--- src/rtl/alu_rr_arbiter_pkg.sv ---
// Shared types, widths and the combinational ALU function for the ALU arbiter.
// Latency: n/a (declarations only; alu_eval is purely combinational).
// Backpressure: n/a.
package alu_arb_pkg;

  typedef enum logic [1:0] {
    IDLE = 2'd0,
    EXEC = 2'd1,
    RESP = 2'd2
  } arb_state_t;

  localparam int ALU_W   = 8;
  localparam int ALU_OPW = 4;
  localparam int N_REQ   = 2;

  // Operation encodings understood by the shared ALU
  localparam logic [ALU_OPW-1:0] OP_ADD   = 4'h0;
  localparam logic [ALU_OPW-1:0] OP_SUB   = 4'h1;  // carry = 1 when no borrow
  localparam logic [ALU_OPW-1:0] OP_AND   = 4'h2;
  localparam logic [ALU_OPW-1:0] OP_OR    = 4'h3;
  localparam logic [ALU_OPW-1:0] OP_XOR   = 4'h4;
  localparam logic [ALU_OPW-1:0] OP_SHL   = 4'h5;  // carry = bit shifted out
  localparam logic [ALU_OPW-1:0] OP_SHR   = 4'h6;  // carry = bit shifted out
  localparam logic [ALU_OPW-1:0] OP_PASSB = 4'h7;

  typedef struct packed {
    logic [ALU_W-1:0] result;
    logic             carry;
  } alu_out_t;

  // The shared ALU; unused op codes yield zero result and zero carry
  function automatic alu_out_t alu_eval(input logic [ALU_W-1:0]   a,
                                        input logic [ALU_W-1:0]   b,
                                        input logic [ALU_OPW-1:0] op);
    logic [ALU_W:0] sum;
    alu_out_t       r;
    r   = '0;
    sum = '0;
    case (op)
      OP_ADD: begin
        sum      = {1'b0, a} + {1'b0, b};
        r.result = sum[ALU_W-1:0];
        r.carry  = sum[ALU_W];
      end
      OP_SUB: begin
        sum      = {1'b0, a} + {1'b0, ~b} + {{ALU_W{1'b0}}, 1'b1};
        r.result = sum[ALU_W-1:0];
        r.carry  = sum[ALU_W];
      end
      OP_AND:   r.result = a & b;
      OP_OR:    r.result = a | b;
      OP_XOR:   r.result = a ^ b;
      OP_SHL: begin
        r.result = {a[ALU_W-2:0], 1'b0};
        r.carry  = a[ALU_W-1];
      end
      OP_SHR: begin
        r.result = {1'b0, a[ALU_W-1:1]};
        r.carry  = a[0];
      end
      OP_PASSB: r.result = b;
      default:  r = '0;
    endcase
    return r;
  endfunction

endpackage

--- src/rtl/alu_rr_arbiter_if.sv ---
// Request/response bundle between the two datapath masters and the ALU arbiter.
// Latency: n/a (wires only).
// Backpressure: req_valid/req_ready per requester, rsp_valid/rsp_ready for the response.
interface alu_rr_arbiter_if
  import alu_arb_pkg::*;
#(
  parameter int WIDTH = ALU_W,
  parameter int OPW   = ALU_OPW
);
  logic [N_REQ-1:0]            req_valid;
  logic [N_REQ-1:0]            req_ready;
  logic [N_REQ-1:0][WIDTH-1:0] req_a;
  logic [N_REQ-1:0][WIDTH-1:0] req_b;
  logic [N_REQ-1:0][OPW-1:0]   req_op;
  logic                        rsp_valid;
  logic                        rsp_ready;
  logic                        rsp_id;
  logic [WIDTH-1:0]            rsp_result;
  logic                        rsp_carry;

  modport master (
    output req_valid, req_a, req_b, req_op, rsp_ready,
    input  req_ready, rsp_valid, rsp_id, rsp_result, rsp_carry
  );

  modport slave (
    input  req_valid, req_a, req_b, req_op, rsp_ready,
    output req_ready, rsp_valid, rsp_id, rsp_result, rsp_carry
  );
endinterface

--- src/rtl/alu_rr_arbiter_grant.sv ---
// Round-robin pick between two requesters: the one that did not win last time wins a tie.
// Latency: combinational.
// Backpressure: none; the caller decides whether the grant is used.
module alu_rr_grant
  import alu_arb_pkg::*;
(
  input  logic [N_REQ-1:0] req_valid,
  input  logic             last_grant,
  output logic [N_REQ-1:0] gnt,
  output logic             gnt_id,
  output logic             gnt_vld
);

  // Tie goes to the requester that was not served last
  always_comb begin
    gnt_id  = 1'b0;
    gnt_vld = |req_valid;
    case (req_valid)
      2'b01:   gnt_id = 1'b0;
      2'b10:   gnt_id = 1'b1;
      2'b11:   gnt_id = ~last_grant;
      default: gnt_id = 1'b0;
    endcase
    gnt = gnt_vld ? (2'b01 << gnt_id) : 2'b00;
  end

endmodule

--- src/rtl/alu_rr_arbiter.sv ---
// Shares one combinational ALU between two requesters; grant counters built only with ALU_ARB_STATS_EN.
// Latency: accept -> EXEC -> response registered; rsp_valid visible two edges after the accept cycle.
// Backpressure: req_ready only in IDLE; response held stable until rsp_ready, no new grant meanwhile.
module alu_rr_arbiter
  import alu_arb_pkg::*;
#(
  parameter int WIDTH = 8,
  parameter int OPW   = 4,
  parameter int CNTW  = 16
)(
  input  logic            clk,
  input  logic            rst_n,
  alu_rr_arbiter_if.slave bus,
  output logic [CNTW-1:0] grant_cnt0,
  output logic [CNTW-1:0] grant_cnt1
);

  if (WIDTH != ALU_W) begin : g_bad_width
    $error("alu_rr_arbiter: WIDTH must be %0d", ALU_W);
  end
  if (OPW != ALU_OPW) begin : g_bad_opw
    $error("alu_rr_arbiter: OPW must be %0d", ALU_OPW);
  end

  arb_state_t       state_q, state_d;
  logic             last_grant_q;
  logic             gnt_id_q;
  logic [WIDTH-1:0] a_q, b_q;
  logic [OPW-1:0]   op_q;
  logic             rsp_valid_q, rsp_id_q, rsp_carry_q;
  logic [WIDTH-1:0] rsp_result_q;

  logic [N_REQ-1:0] gnt;
  logic             gnt_id, gnt_vld;
  logic [N_REQ-1:0] req_ready;
  logic             accept;
  alu_out_t         alu_out;

  alu_rr_grant u_grant (
    .req_valid  (bus.req_valid),
    .last_grant (last_grant_q),
    .gnt        (gnt),
    .gnt_id     (gnt_id),
    .gnt_vld    (gnt_vld)
  );

  // The single ALU instance, fed only from the capture registers
  assign alu_out = alu_eval(a_q, b_q, op_q);

  // Next state and the IDLE-only combinational accept
  always_comb begin
    state_d   = state_q;
    req_ready = '0;
    accept    = 1'b0;
    case (state_q)
      IDLE: begin
        if (gnt_vld) begin
          req_ready = gnt;
          accept    = 1'b1;
          state_d   = EXEC;
        end
      end
      EXEC:    state_d = RESP;
      RESP:    if (bus.rsp_ready) state_d = IDLE;
      default: state_d = IDLE;
    endcase
  end

  // State register
  always_ff @(posedge clk or negedge rst_n) begin
    if (!rst_n) state_q <= IDLE;
    else        state_q <= state_d;
  end

  // Capture the winner's operands at accept
  always_ff @(posedge clk or negedge rst_n) begin
    if (!rst_n) begin
      a_q      <= '0;
      b_q      <= '0;
      op_q     <= '0;
      gnt_id_q <= 1'b0;
    end else if (accept) begin
      a_q      <= bus.req_a[gnt_id];
      b_q      <= bus.req_b[gnt_id];
      op_q     <= bus.req_op[gnt_id];
      gnt_id_q <= gnt_id;
    end
  end

  // Register the ALU output in EXEC; retire it and update fairness on rsp handshake
  always_ff @(posedge clk or negedge rst_n) begin
    if (!rst_n) begin
      rsp_valid_q  <= 1'b0;
      rsp_id_q     <= 1'b0;
      rsp_result_q <= '0;
      rsp_carry_q  <= 1'b0;
      last_grant_q <= 1'b1;
    end else if (state_q == EXEC) begin
      rsp_valid_q  <= 1'b1;
      rsp_id_q     <= gnt_id_q;
      rsp_result_q <= alu_out.result;
      rsp_carry_q  <= alu_out.carry;
    end else if (state_q == RESP && bus.rsp_ready) begin
      rsp_valid_q  <= 1'b0;
      last_grant_q <= rsp_id_q;
    end
  end

  assign bus.req_ready  = req_ready;
  assign bus.rsp_valid  = rsp_valid_q;
  assign bus.rsp_id     = rsp_id_q;
  assign bus.rsp_result = rsp_result_q;
  assign bus.rsp_carry  = rsp_carry_q;

`ifdef ALU_ARB_STATS_EN
  logic [CNTW-1:0] cnt0_q, cnt1_q;

  // Saturating per-requester grant counters, cleared only by reset
  always_ff @(posedge clk or negedge rst_n) begin
    if (!rst_n) begin
      cnt0_q <= '0;
      cnt1_q <= '0;
    end else if (accept) begin
      if (!gnt_id && cnt0_q != {CNTW{1'b1}}) cnt0_q <= cnt0_q + {{(CNTW-1){1'b0}}, 1'b1};
      if (gnt_id && cnt1_q != {CNTW{1'b1}})  cnt1_q <= cnt1_q + {{(CNTW-1){1'b0}}, 1'b1};
    end
  end

  assign grant_cnt0 = cnt0_q;
  assign grant_cnt1 = cnt1_q;
`else
  assign grant_cnt0 = '0;
  assign grant_cnt1 = '0;
`endif

endmodule

--- src/flat_wrapper.sv ---
// flat-port wrapper written by rule: the top's interface ports become plain ports
module alu_rr_arbiter_flat import alu_arb_pkg::*;
#(
  parameter int WIDTH = 8,
  parameter int OPW   = 4,
  parameter int CNTW  = 16
)
  (clk, rst_n, grant_cnt0, grant_cnt1, bus_req_valid, bus_req_a, bus_req_b, bus_req_op, bus_rsp_ready, bus_req_ready, bus_rsp_valid, bus_rsp_id, bus_rsp_result, bus_rsp_carry);
  alu_rr_arbiter_if #(.WIDTH(WIDTH), .OPW(OPW)) bus_i ();
  input  logic clk;
  input  logic rst_n;
  output logic [CNTW-1:0] grant_cnt0;
  output logic [CNTW-1:0] grant_cnt1;
  input wire logic [$bits(bus_i.req_valid)-1:0] bus_req_valid;
  input wire logic [$bits(bus_i.req_a)-1:0] bus_req_a;
  input wire logic [$bits(bus_i.req_b)-1:0] bus_req_b;
  input wire logic [$bits(bus_i.req_op)-1:0] bus_req_op;
  input wire logic [$bits(bus_i.rsp_ready)-1:0] bus_rsp_ready;
  output wire logic [$bits(bus_i.req_ready)-1:0] bus_req_ready;
  output wire logic [$bits(bus_i.rsp_valid)-1:0] bus_rsp_valid;
  output wire logic [$bits(bus_i.rsp_id)-1:0] bus_rsp_id;
  output wire logic [$bits(bus_i.rsp_result)-1:0] bus_rsp_result;
  output wire logic [$bits(bus_i.rsp_carry)-1:0] bus_rsp_carry;
  assign bus_i.req_valid = bus_req_valid;
  assign bus_i.req_a = bus_req_a;
  assign bus_i.req_b = bus_req_b;
  assign bus_i.req_op = bus_req_op;
  assign bus_i.rsp_ready = bus_rsp_ready;
  assign bus_req_ready = bus_i.req_ready;
  assign bus_rsp_valid = bus_i.rsp_valid;
  assign bus_rsp_id = bus_i.rsp_id;
  assign bus_rsp_result = bus_i.rsp_result;
  assign bus_rsp_carry = bus_i.rsp_carry;
  alu_rr_arbiter #(.WIDTH(WIDTH), .OPW(OPW), .CNTW(CNTW)) u_core (.clk(clk), .rst_n(rst_n), .bus(bus_i), .grant_cnt0(grant_cnt0), .grant_cnt1(grant_cnt1));
endmodule
--- config.mk ---
export PLATFORM = sky130hd
export DESIGN_NAME = alu_rr_arbiter_flat
export DESIGN_NICKNAME = d
export VERILOG_FILES = /design/src/rtl/alu_rr_arbiter_pkg.sv /design/src/rtl/alu_rr_arbiter_if.sv /design/src/rtl/alu_rr_arbiter_grant.sv /design/src/rtl/alu_rr_arbiter.sv /design/src/flat_wrapper.sv
export SDC_FILE = /design/constraint.sdc
export NUM_CORES = 1
export LEC_CHECK = 0
export BUFFER_PORTS_ARGS = -buffer_cell sky130_fd_sc_hd__clkbuf_2
export CORE_ASPECT_RATIO = 0.6
export CORE_MARGIN = 1.5
export CORE_UTILIZATION = 48
export DETAILED_ROUTE_END_ITERATION = 7
export PLACE_DENSITY = 0.86
export SLEW_MARGIN = 0
export SYNTH_ARGS = -nofsm -noshare
export SYNTH_HDL_FRONTEND = slang
export SYNTH_SLANG_ARGS = --single-unit
--- constraint.sdc ---
create_clock -name clk -period 2.4 [get_ports clk]
set_clock_uncertainty 0.1 [all_clocks]
set_input_delay 0.24 -clock clk [delete_from_list [all_inputs] [get_ports clk]]
set_output_delay 0.24 -clock clk [all_outputs]
set_load 0.02 [all_outputs]
==> metrics <==
worst hold slack=-0.0332 ns; CTS buffer count=5; WP data required=2.47 ns; area delta synth->final=15.2%; vias=between 2000 and 3000; Most used DFF post-synth=dfrtp_1; antenna viol nets, final=0; unique cell type count in the Yosys netlist=55; root buf cell=clkbuf_8; crit end category=flip-flop; FFs w/ async S/R, synth=1.00; final hold violations=34; GPL Wtd Cong=0.979; CTS tree=built; Post-synth EDFFs=0; grt total ovfl=0; CP arrival=roughly 2.4 ns; Layout Nets=478; Longest Clk Path Bufs=2; Least-Margin Pin Slew=about 0.96 ns; DPL Wire Length=6030 um; Max Fanout on Critical Path=3; ratio of cells with drive above 1 in the final layout=0.282; Pwr Density=between 1500 and 2000 nW/um^2; initial antenna violation count=0; slew margin rel.=0.362; DRC errors left=0; initial DRC count=284; Post-Syn Instances=roughly 340; Fin Setup TNS=0 ns; height of the die=64.8 um; ANT cells=0; die area=6870 um^2; Final setup viols=0; worst min path class=in2async; first-pass iteration count of the detailed router=5; pins over their slew limit=0; Post-Syn Area per Cell=between 8 and 9 um^2; Leak Pwr=roughly 0.0017 uW; status=complete, but fails checks; failing checks=hold timing; clk sink count=35; Core Rows=22; I/O pin count=90; Max IR drop VDD=between 0.0005 and 0.0006 V; die width=106 um; first-pass GRT wire length=approximately 12000 um; Syn Std Cell Area=3050 um^2; H-tree depth=2; average via count per standard cell=5.36; register bit count reported by yosys=35; drt total wl=slightly below 8000 um; final core occ=0.573; critical path class=reg2reg; Period Utilization, post-route=0.978; startpoint class of the critical path=flip-flop; Buffers on Ports=57; minimum clock period=2.35 ns; Initial Util=0.498; wire length per cell=15.9 um; core footprint=roughly 6100 um^2; gr usage total=0.236; Clock Latency Late Sink=0.29 ns; largest net degree at the start of global routing=36; register area share after synthesis=0.287; fmax=0.426 GHz; yosys warns=0; CTS clock-pin slew for the worst setup and hold paths=0.08 ns; # Max-Cap Violations=0; number of global-route vias before repair=2306
==> path summary, 6_finish.rpt <==
kind	start	to	slack [ns]	depth (start not counted)
setup / recovery	u_core.a_q[0]$_DFFE_PN0P_	u_core.bus.rsp_result[6]$_DFFE_PN0P_	0.05	9
hold / removal	rst_n	u_core.bus.rsp_valid$_DFFE_PN0P_	-0.03	1
setup reg to reg	u_core.a_q[0]$_DFFE_PN0P_	u_core.bus.rsp_result[6]$_DFFE_PN0P_	0.05	9
hold reg to reg	u_core.gnt_id_q$_DFFE_PN0P_	u_core.gnt_id_q$_DFFE_PN0P_	0.39	1
max in group asynchronous	rst_n	u_core.op_q[1]$_DFFE_PN0P_	1.65	1
min in group clk	bus_req_b[14]	u_core.b_q[6]$_DFFE_PN0P_	0.06	3
==> logic make-up (layout without fill, tap and decap cells) <==
family / count (synthesis) / count (layout) / synth area share
AO/OA/AOI/OAI: 88 / 88 / 0.207
adder cells (fa/ha/maj): 26 / 26 / 0.111
multiplexers: 21 / 21 / 0.0901
flip-flops: 35 / 35 / 0.287
other: 1 / 32 / 0.00123
AND/OR/NAND/NOR: 70 / 70 / 0.116
XOR/XNOR: 8 / 8 / 0.0229
buffers and inverters: 92 / 128 / 0.164
==> routing by layer <==
metal | up-vias | part of all wire | track usage
met4 | 0 | 0.0024 | 0.0253
li1 | 1252 | - | -
met2 | 108 | 0.42 | 0.357
met1 | 1272 | 0.51 | 0.357
met5 | - | 0 | 0
met3 | 3 | 0.067 | 0.0493
==> Yosys cell counts, types with 2 or more instances <==
cell / n / share of area
inv_1: 40 / 0.049
o21bai_1: 3 / 0.0074
clkbuf_1: 7 / 0.0086
nor3b_1: 4 / 0.0098
xnor2_1: 7 / 0.020
buf_6: 2 / 0.0074
a21boi_0: 2 / 0.0049
nor2b_1: 7 / 0.014
a211oi_1: 2 / 0.0049
o21ai_0: 21 / 0.034
a31oi_1: 2 / 0.0041
ha_1: 24 / 0.098
o22ai_1: 5 / 0.010
and2_1: 2 / 0.0041
a21o_1: 2 / 0.0049
a222oi_1: 11 / 0.036
mux4_2: 5 / 0.037
nor2_1: 15 / 0.018
nand3b_1: 3 / 0.0074
o31ai_1: 2 / 0.0049
nor3_1: 3 / 0.0049
buf_2: 7 / 0.011
fa_1: 2 / 0.013
nand3_1: 4 / 0.0066
buf_4: 35 / 0.086
nand2b_1: 4 / 0.0082
mux2i_1: 14 / 0.046
a2111oi_0: 2 / 0.0057
dfrtp_1: 34 / 0.28
a21oi_1: 16 / 0.026
nand2_1: 24 / 0.029
a221oi_1: 3 / 0.0086
mux2_2: 2 / 0.0074
o21ai_1: 2 / 0.0033
o31ai_2: 2 / 0.0082
o21a_1: 2 / 0.0049
==> worst max-delay path, stage by stage, from the launching register on <==
cell and delay [ns]:
dfrtp_1 0.40, inv_2 0.05, ha_2 0.19, fa_2 0.41, o21bai_1 0.17, a21oi_2 0.10
o31ai_2 0.29, xnor2_1 0.12, a221oi_2 0.27, o21ai_0 0.13
==> placed cells by master (no fill, tap or decap), types with 3 or more instances in the layout <==
master,n
buf_4,23
nor3b_1,4
nor2b_1,7
mux4_2,5
ha_1,21
clkbuf_8,5
nor2_1,15
nand2_1,24
dfrtp_1,34
a21oi_1,15
o21ai_0,21
o21bai_1,3
nand3_1,4
o22ai_1,5
clkbuf_2,57
a222oi_1,11
nor3_1,3
ha_2,3
inv_1,39
xnor2_1,7
nand3b_1,3
o31ai_2,3
mux2i_1,14
nand2b_1,4
conb_1,32
==> power by group <==
part | switching [uW] | internal [uW] | leakage [uW]
clock network | 232 | 203 | 0.0000412
logic | 2170 | 1670 | 0.00127
registers | 332 | 874 | 0.000433
total | 2730 | 2750 | 0.00174
==> sequential cells by signal, summed over array words and instances (netlist names) <==
signal,cells
u_core.op_q,4
u_core.bus.rsp_id,1
u_core.gnt_id_q,1
u_core.bus.rsp_result,8
u_core.a_q,8
u_core.b_q,8
u_core.last_grant_q,1
u_core.bus.rsp_carry,1
u_core.bus.rsp_valid,1
u_core.state_q,2
==> area by class of cell <==
cell class	instances	area, um^2
multi-input cells	245	1840
flip-flops and latches	35	877
fillers	580	2620
clock inverters	2	12.5
repair buffers	80	458
well taps	84	105
clock buffers	6	72.6
inverters	40	150
==> through the flow <==
step | total power (uW) | setup slack, ns | hold slack, ns | instance area, um^2 | instances
detailed placement | 4770 | -0.0504 | 0.324 | 3350 | 479
global placement | 4660 | 0.0378 | 0.302 | 3350 | 479
global route | 5940 | -0.0363 | 0.0502 | 3520 | 492
CTS | 5320 | 0.0616 | 0.00165 | 3470 | 489
finish | 5480 | 0.0522 | -0.0332 | 3520 | 492
floorplan | 3830 | 0.184 | -0.156 | 3170 | 372
==> timing repair <==
| action | in CTS | in global routing |
|---|---|---|
| hold buffers | 0 | 0 |
| resized for setup | 3 | 8 |
| endpoints found under the setup margin | 2 | 3 |
| hold endpoints to repair | 0 | 0 |
| pin swaps | 1 | 7 |
| setup buffers | 2 | 3 |
No activity file was read; power rests on OpenSTA's default activity.
